## config.mk

```make
export PLATFORM = sky130hd
export DESIGN_NAME = fifo_uart_tx
export DESIGN_NICKNAME = d
export VERILOG_FILES = /design/src/rtl/fifo_uart_tx.sv
export SDC_FILE = /design/constraint.sdc
export NUM_CORES = 1
export LEC_CHECK = 0
export ABC_AREA = 1
export BUFFER_PORTS_ARGS = -buffer_cell sky130_fd_sc_hd__buf_2
export CORE_MARGIN = 4
export CORE_UTILIZATION = 57
export DETAILED_ROUTE_END_ITERATION = 10
export PLACE_DENSITY = 0.78
export SYNTH_ARGS = -nofsm -noshare
export SYNTH_HDL_FRONTEND = slang
export SYNTH_SLANG_ARGS = --single-unit
```

## constraint.sdc

```tcl
create_clock -name clk -period 1.44 [get_ports clk]
set_input_delay 0.144 -clock clk [delete_from_list [all_inputs] [get_ports clk]]
set_output_delay 0.144 -clock clk [all_outputs]
set_load 0.01 [all_outputs]
```

## src/rtl/fifo_uart_tx.sv

```systemverilog
// FIFO read-side UART transmitter: pops one byte per frame and serializes it LSB first.
// Optional even parity bit when FIFO_UART_TX_PARITY_EN is defined.
module fifo_uart_tx #(
    parameter int CLKS_PER_BIT = 16,
    parameter int DATA_WIDTH   = 8,
    parameter int STOP_BITS    = 1
) (
    input  logic                  clk,
    input  logic                  reset,
    input  logic                  enable,
    input  logic                  fifo_empty,
    input  logic [DATA_WIDTH-1:0] fifo_data,
    output logic                  fifo_read_en,
    output logic                  tx,
    output logic                  busy,
    output logic                  byte_done
);

    localparam int BAUD_W = (CLKS_PER_BIT > 1) ? $clog2(CLKS_PER_BIT) : 1;
    localparam int BIT_W  = $clog2(DATA_WIDTH) + 1;

    localparam logic [BAUD_W-1:0] BAUD_LAST = BAUD_W'(CLKS_PER_BIT - 1);
    localparam logic [BIT_W-1:0]  DATA_LAST = BIT_W'(DATA_WIDTH - 1);
    localparam logic [BIT_W-1:0]  STOP_LAST = BIT_W'(STOP_BITS - 1);

    typedef enum logic [2:0] {
        IDLE,
        REQ,
        LOAD,
        START,
        DATA,
`ifdef FIFO_UART_TX_PARITY_EN
        PARITY,
`endif
        STOP
    } state_t;

    state_t                  state;
    logic [BAUD_W-1:0]       baud_cnt;
    logic [BIT_W-1:0]        bit_cnt;
    logic [DATA_WIDTH-1:0]   shift_reg;
`ifdef FIFO_UART_TX_PARITY_EN
    logic                    parity_bit;
`endif

    logic baud_done;
    assign baud_done = (baud_cnt == BAUD_LAST);

    always_ff @(posedge clk or negedge reset) begin
        if (!reset) begin
            state        <= IDLE;
            baud_cnt     <= '0;
            bit_cnt      <= '0;
            shift_reg    <= '0;
            tx           <= 1'b1;
            fifo_read_en <= 1'b0;
            busy         <= 1'b0;
            byte_done    <= 1'b0;
`ifdef FIFO_UART_TX_PARITY_EN
            parity_bit   <= 1'b0;
`endif
        end else begin
            byte_done <= 1'b0;
            case (state)
                IDLE: begin
                    tx <= 1'b1;
                    if (enable && !fifo_empty) begin
                        fifo_read_en <= 1'b1;
                        busy         <= 1'b1;
                        state        <= REQ;
                    end
                end

                REQ: begin
                    fifo_read_en <= 1'b0;
                    state        <= LOAD;
                end

                LOAD: begin
                    shift_reg <= fifo_data;
`ifdef FIFO_UART_TX_PARITY_EN
                    parity_bit <= ^fifo_data;
`endif
                    tx        <= 1'b0;
                    baud_cnt  <= '0;
                    state     <= START;
                end

                START: begin
                    if (baud_done) begin
                        baud_cnt <= '0;
                        bit_cnt  <= '0;
                        tx       <= shift_reg[0];
                        state    <= DATA;
                    end else begin
                        baud_cnt <= baud_cnt + BAUD_W'(1);
                    end
                end

                DATA: begin
                    if (baud_done) begin
                        baud_cnt <= '0;
                        if (bit_cnt == DATA_LAST) begin
                            bit_cnt <= '0;
`ifdef FIFO_UART_TX_PARITY_EN
                            tx      <= parity_bit;
                            state   <= PARITY;
`else
                            tx      <= 1'b1;
                            state   <= STOP;
`endif
                        end else begin
                            // tx takes the next bit directly so it lines up with the shift
                            shift_reg <= shift_reg >> 1;
                            tx        <= shift_reg[1];
                            bit_cnt   <= bit_cnt + BIT_W'(1);
                        end
                    end else begin
                        baud_cnt <= baud_cnt + BAUD_W'(1);
                    end
                end

`ifdef FIFO_UART_TX_PARITY_EN
                PARITY: begin
                    if (baud_done) begin
                        baud_cnt <= '0;
                        bit_cnt  <= '0;
                        tx       <= 1'b1;
                        state    <= STOP;
                    end else begin
                        baud_cnt <= baud_cnt + BAUD_W'(1);
                    end
                end
`endif

                STOP: begin
                    if (baud_done) begin
                        baud_cnt <= '0;
                        if (bit_cnt == STOP_LAST) begin
                            bit_cnt   <= '0;
                            byte_done <= 1'b1;
                            if (enable && !fifo_empty) begin
                                fifo_read_en <= 1'b1;
                                state        <= REQ;
                            end else begin
                                busy  <= 1'b0;
                                state <= IDLE;
                            end
                        end else begin
                            bit_cnt <= bit_cnt + BIT_W'(1);
                        end
                    end else begin
                        baud_cnt <= baud_cnt + BAUD_W'(1);
                    end
                end

                default: begin
                    state <= IDLE;
                end
            endcase
        end
    end

endmodule

```

======== Word level (Yosys, flattened, before mapping) ========
Index checks and enable logic that the tools add are counted.
word-level totals
  bits in registers ....................... 23
  input port bits ......................... 12
  logic and storage cells ................. 77
operators by class
  $add $sub $neg .......................... 2
  equal/unequal tests ..................... 15
  mux-type cells .......................... 35
  reductions and logical operators ........ 17
operator list
  kind                                                              count
  4-bit 2-to-1 mux                                                  6
  3-bit 2-to-1 mux                                                  6
  3-bit case mux with 6 select lines                                1
  8-bit 2-to-1 mux                                                  2
  2-bit inequality test (second input constant)                     8
  8-bit case mux with 2 select lines                                1
  1-bit 2-to-1 mux                                                  14
  4-bit case mux with 3 select lines                                1
  3-bit AND reduction                                               3
  4-bit by 1-bit adder with 4-bit output (second input constant)    2
  4-bit case mux with 2 select lines                                1
  3-bit by 2-bit == test with 1-bit output (second input constant)  2
  3-bit == test (second input constant)                             2
  6-bit AND reduction                                               1
  2-bit nonzero test                                                3
  3-bit nonzero test                                                2
  5-bit AND reduction                                               1
  4-bit by 3-bit == test with 1-bit output (second input constant)  1
  4-bit == test (second input constant)                             1
  4-bit logical NOT                                                 1
  1-bit case mux with 4 select lines                                1
  4-bit AND reduction                                               1
  4-bit nonzero test                                                1
  3-bit by 1-bit == test with 1-bit output (second input constant)  1
  other kinds (6)                                                   6

======== Longest topological paths before layout ========
  depth after elaboration ................. 6
  gate-level depth with buffers ........... 10
  depth with buffers taken out ............ 9

======== Least setup slack after synthesis ========
Ideal clock, no wire load.
  path type ............................... register to register
  from .................................... register baud_cnt[0]
  to ...................................... register state[2]
  setup time .............................. 0.116 ns
  arrival time ............................ 1.122 ns
  required time ........................... 1.324 ns
  path slack .............................. 0.202 ns
  cell stages (with the launch flop) ...... 7
  buffers on the path ..................... 0
  period minus slack after synthesis ...... 1.238 ns
  path through ............................ dfrtp_1 -> ha_1 -> nand3_4 -> o21ai_1 -> nand3_1 -> nand2_1 -> nand2_1
on the way
  longest elaborated chain between the ends .. 3
  elaborated cells on any way between the ends .. 5
  classes of those cells .................. eq/ne: 4; reduce/logical: 1
ends and longest elaborated chain
  item                                    line  text
  start: declaration                      39    logic [BAUD_W-1:0] baud_cnt;
  start signal: assignment                96    baud_cnt <= baud_cnt + BAUD_W'(1);
  start signal: assignment                119   baud_cnt <= baud_cnt + BAUD_W'(1);
  start signal: assignment                153   baud_cnt <= baud_cnt + BAUD_W'(1);
  4-bit == test *                         47    assign baud_done = (baud_cnt == BAUD_LAST);
  2-bit inequality test (no source line)  n/a
  6-bit AND reduction (no source line) *  n/a
  end signal: assignment                  51    state <= IDLE;
  end signal: assignment                  70    state <= REQ;
  end signal: assignment                  76    state <= LOAD;
  end: declaration                        38    state_t state;
Every way passes the cells marked *; elsewhere a longest branch is shown, timed or not.
A chain may end at the register's enable or synchronous reset.

======== Worst setup path in the final report ========
  from .................................... register state[1]
  to ...................................... register shift_reg[2]
on the way
  longest elaborated chain between the ends .. 3
  elaborated cells on any way between the ends .. 7
  classes of those cells .................. eq/ne: 4; mux: 1; reduce/logical: 2
ends and longest elaborated chain
  item                                                                          line  text
  3-bit == test or 3-bit by 2-bit == test with 1-bit output (tied branches)     64    case (state)
  2-bit inequality test (no source line) or 2-bit nonzero test (tied branches)  n/a
  3-bit AND reduction (no source line)                                          n/a
  end signal: assignment                                                        80    shift_reg <= fifo_data;
  end signal: assignment                                                        114   shift_reg <= shift_reg >> 1;
  end: declaration                                                              41    logic [DATA_WIDTH-1:0] shift_reg;
Several ways; a longest one is shown, not always the timed one.

==> impl_results.md <==
* Ys flop type: dfrtp_1
* GP Congestion at between 0.8 and 0.9
* ANT nets after route at 0
* CP endpoint kind: register
* Top-area cell type share of the netlist area at 0.373
* Worst vdd ir at 0.00139 V
* Setup crit start: state[1]$_DFFE_PN0P_
* Worst-path maximum fanout at 8
* Worst-Margin Slew at 0.527 ns
* EDFF count, synth at 0
* Layout cells sized above 1 at 0.343
* Critical Path RT at about 1.7 ns
* Final Cell Area at 0.00185 mm^2
* DP HPWL at ~2.4 mm
* Row count at 18
* Die Wd at 58.9 um
* Vias per inst at 5.53
* TritonCTS clock tree: done
* Startpoint Class: register
* Worst-path cell chain: inv_8 -> nand2_4 -> nor2_8 -> nand2_4 -> nand2_8 -> nand2_4 -> nand2_1 -> nand2_1
* Ys async rst share at 1.00
* Hold path cells at 3
* TritonCTS Buffers at 3
* Cells after DPL at about 250
* PwrDens at 1860 mW/mm^2
* First drt pass iteration count at 4
* TNS Setup at 0 ns
* Total congestion overflow at 0
* Slowest Stage Delay on Critical Path at 0.53 ns
* Total power at 3.45 mW
* LEAKAGE at about 1 nW
* Tcrit/Tclk final at 0.998
* WP data arrival at approximately 1.7 ns
* Clk sinks at 23
* Fmax at 696 MHz
* Commonest cells in the netlist: nand2_1, nand3_1, dfrtp_1
* Filler instances at 177
* Yosys reg bits at 23
* Tmin final at about 1.4 ns
* Core area at approximately 0.0025 mm^2
* DP Worst Slack at -0.0335 ns
* Final std cells w/o fill at 260
* Clock Tree Buf Depth at 2
* Hold WC Path Type: input pin to register
* Antenna violations before repair at 0
* Clock network power share at 0.089
* Layout Area Growth over Synthesis at 25.3%
* Buf/Inv on CP at 1
* Pin count of the biggest net entering global routing at 24
* Initial DRC Count at about 90
* Residual DRC at 0
* Post-synth cell types at 28
* Post-Syn Area at 0.00148 mm^2
* Levels on crit path at 8
* Pint at approximately 1.8 mW
* Clock latency on the worst-skew pair at about 0.31 ns
* Max reg flops at 8
* IO Pins at 16
* Nets at 246
* Root Buffer: clkbuf_4
* Sequential area share after synthesis at 0.391
* Vias in the first global route at 1,378
* CTS clk-pin slew, worst paths at 0.13 ns
* Syn Area/Cell at 7.53 um^2
* Warnings, synthesis at 0
* H-tree levels at 1
* FF-to-FF setup slack at 0.003 ns
* Pins Over Slew Limit at 0
* Switch Pwr at 1.62 mW
* Chip height at 58.9 um
* Area leader, netlist: dfrtp_1
* Area post-placement at 0.00160 mm^2
* Area of the die at roughly 0.0035 mm^2
* Crit Path Category: register to register
* Initial core utilization at 0.596
* Endpoints failing setup at 0
* Critical Path Most Common Cell: nand2_4
* Final hold vios at 0
* Total Routed Length at between 3 and 4 mm
* First-pass GRT wire length at 5.68 mm
* N_diodes at 0
* Worst hold margin at between 0.05 and 0.06 ns
* Synth top area cells: dfrtp_1, nand2_1, nand3_1, nor2_1, inv_1
* Clk_skew at 0.00182 ns
* All-layer global routing usage at 0.209
* Status: finished, final reports clean
* Logic pwr share at 0.566
* Critical R2R Launch: state[1]$_DFFE_PN0P_
* Most numerous cell in the Yosys netlist: nand2_1
* Worst R2R End: shift_reg[2]$_DFFE_PN0P_
* Rel. slew slack at 0.649
* Syn nets at approximately 210
* Via count at 1,438
* Sw frac at 0.468
* DR WL/cell at 14.4 um
* Worst path slowest cell: dfrtp_2
* RSZ-0062 raised after global routing: true
* Sequential share of power at 0.344
* Setup crit end: shift_reg[2]$_DFFE_PN0P_
* PortBufs at 15
* CP top delay family: simple AND/OR/NAND/NOR gates
* Worst Reg-to-Reg Cells at 8
* Final WS setup at 0.00293 ns
* Maxcap violations at 0
* Mapped Cells at 196
* Final core utilization at 0.747
-- worst reg2reg max path, stage by stage (launching register included) --
cell     delay [ns]
dfrtp_2        0.53
inv_8          0.11
nand2_4        0.08
nor2_8         0.20
nand2_4        0.10
nand2_8        0.10
nand2_4        0.09
nand2_1        0.09
nand2_1        0.06
-- layer usage --
layer	GRT usage	wire, um	vias to the layer above
met5	0	0	-
met4	0.104	92	0
met3	0.0285	175	12
met2	0.368	2000	46
met1	0.248	1490	687
li1	-	-	693
-- area by class of cell --
type	count	area, um^2	share of cell area
clock buffer	4	26.3	0.0142
tap	30	37.5	0.0203
inverter	16	70.1	0.0379
timing repair buffer	34	240	0.130
multi-input combinational	153	895	0.483
sequential	23	582	0.314
-- cell families (layout without fill, tap and decap cells) --
group | after synthesis | count (layout) | share of synthesized area
compound gates | 14 | 14 | 0.0517
flops | 23 | 23 | 0.391
buf+inv | 20 | 54 | 0.0780
xor+xnor | 1 | 1 | 0.00593
simple gates | 135 | 135 | 0.448
fa+ha+maj | 3 | 3 | 0.0254
-- power groups by stage --
stage	registers, mW	logic (mW)	clock network (mW)
4_1_cts	1.17	1.57	0.316
2_1_floorplan	1.05	1.32	0
3_5_place_dp	1.18	1.56	0
5_1_grt	1.21	2.16	0.346
3_3_place_gp	1.17	1.50	0
6_report	1.19	1.95	0.309
-- worst min path at each step --
| stage | from | endpoint |
|---|---|---|
| 6_report | fifo_data[7] | shift_reg[7]$_DFFE_PN0P_ |
| 5_1_grt | fifo_data[7] | shift_reg[7]$_DFFE_PN0P_ |
| 4_1_cts | fifo_data[7] | shift_reg[7]$_DFFE_PN0P_ |
| 3_5_place_dp | reset | byte_done$_DFF_PN0_ |
| 3_3_place_gp | reset | byte_done$_DFF_PN0_ |
| 2_1_floorplan | reset | baud_cnt[0]$_DFFE_PN0P_ |
-- timing repair --
action,CTS,global route
endpoints found under the setup margin,3,17
endpoints found under the hold margin,22,0
hold buffers,1,0
resized for setup,4,31
setup buffers,0,10
pin swaps,1,8
-- cell usage in the layout (no fill, tap or decap), types with 2 or more instances in the layout --
| master | count |
|---|---|
| nor2_2 | 4 |
| nand3_4 | 3 |
| clkbuf_4 | 3 |
| a21oi_1 | 2 |
| buf_2 | 15 |
| nor2_1 | 14 |
| nand2_1 | 72 |
| nor2_4 | 2 |
| nand3_2 | 3 |
| inv_2 | 5 |
| nand2_4 | 3 |
| nand2_8 | 2 |
| dfrtp_1 | 18 |
| ha_4 | 3 |
| o21ai_0 | 7 |
| inv_1 | 9 |
| nand2_2 | 6 |
| nand3_1 | 22 |
| dfrtp_2 | 4 |
| buf_4 | 15 |
| buf_6 | 2 |
No activity file was read; power rests on OpenSTA's default activity.
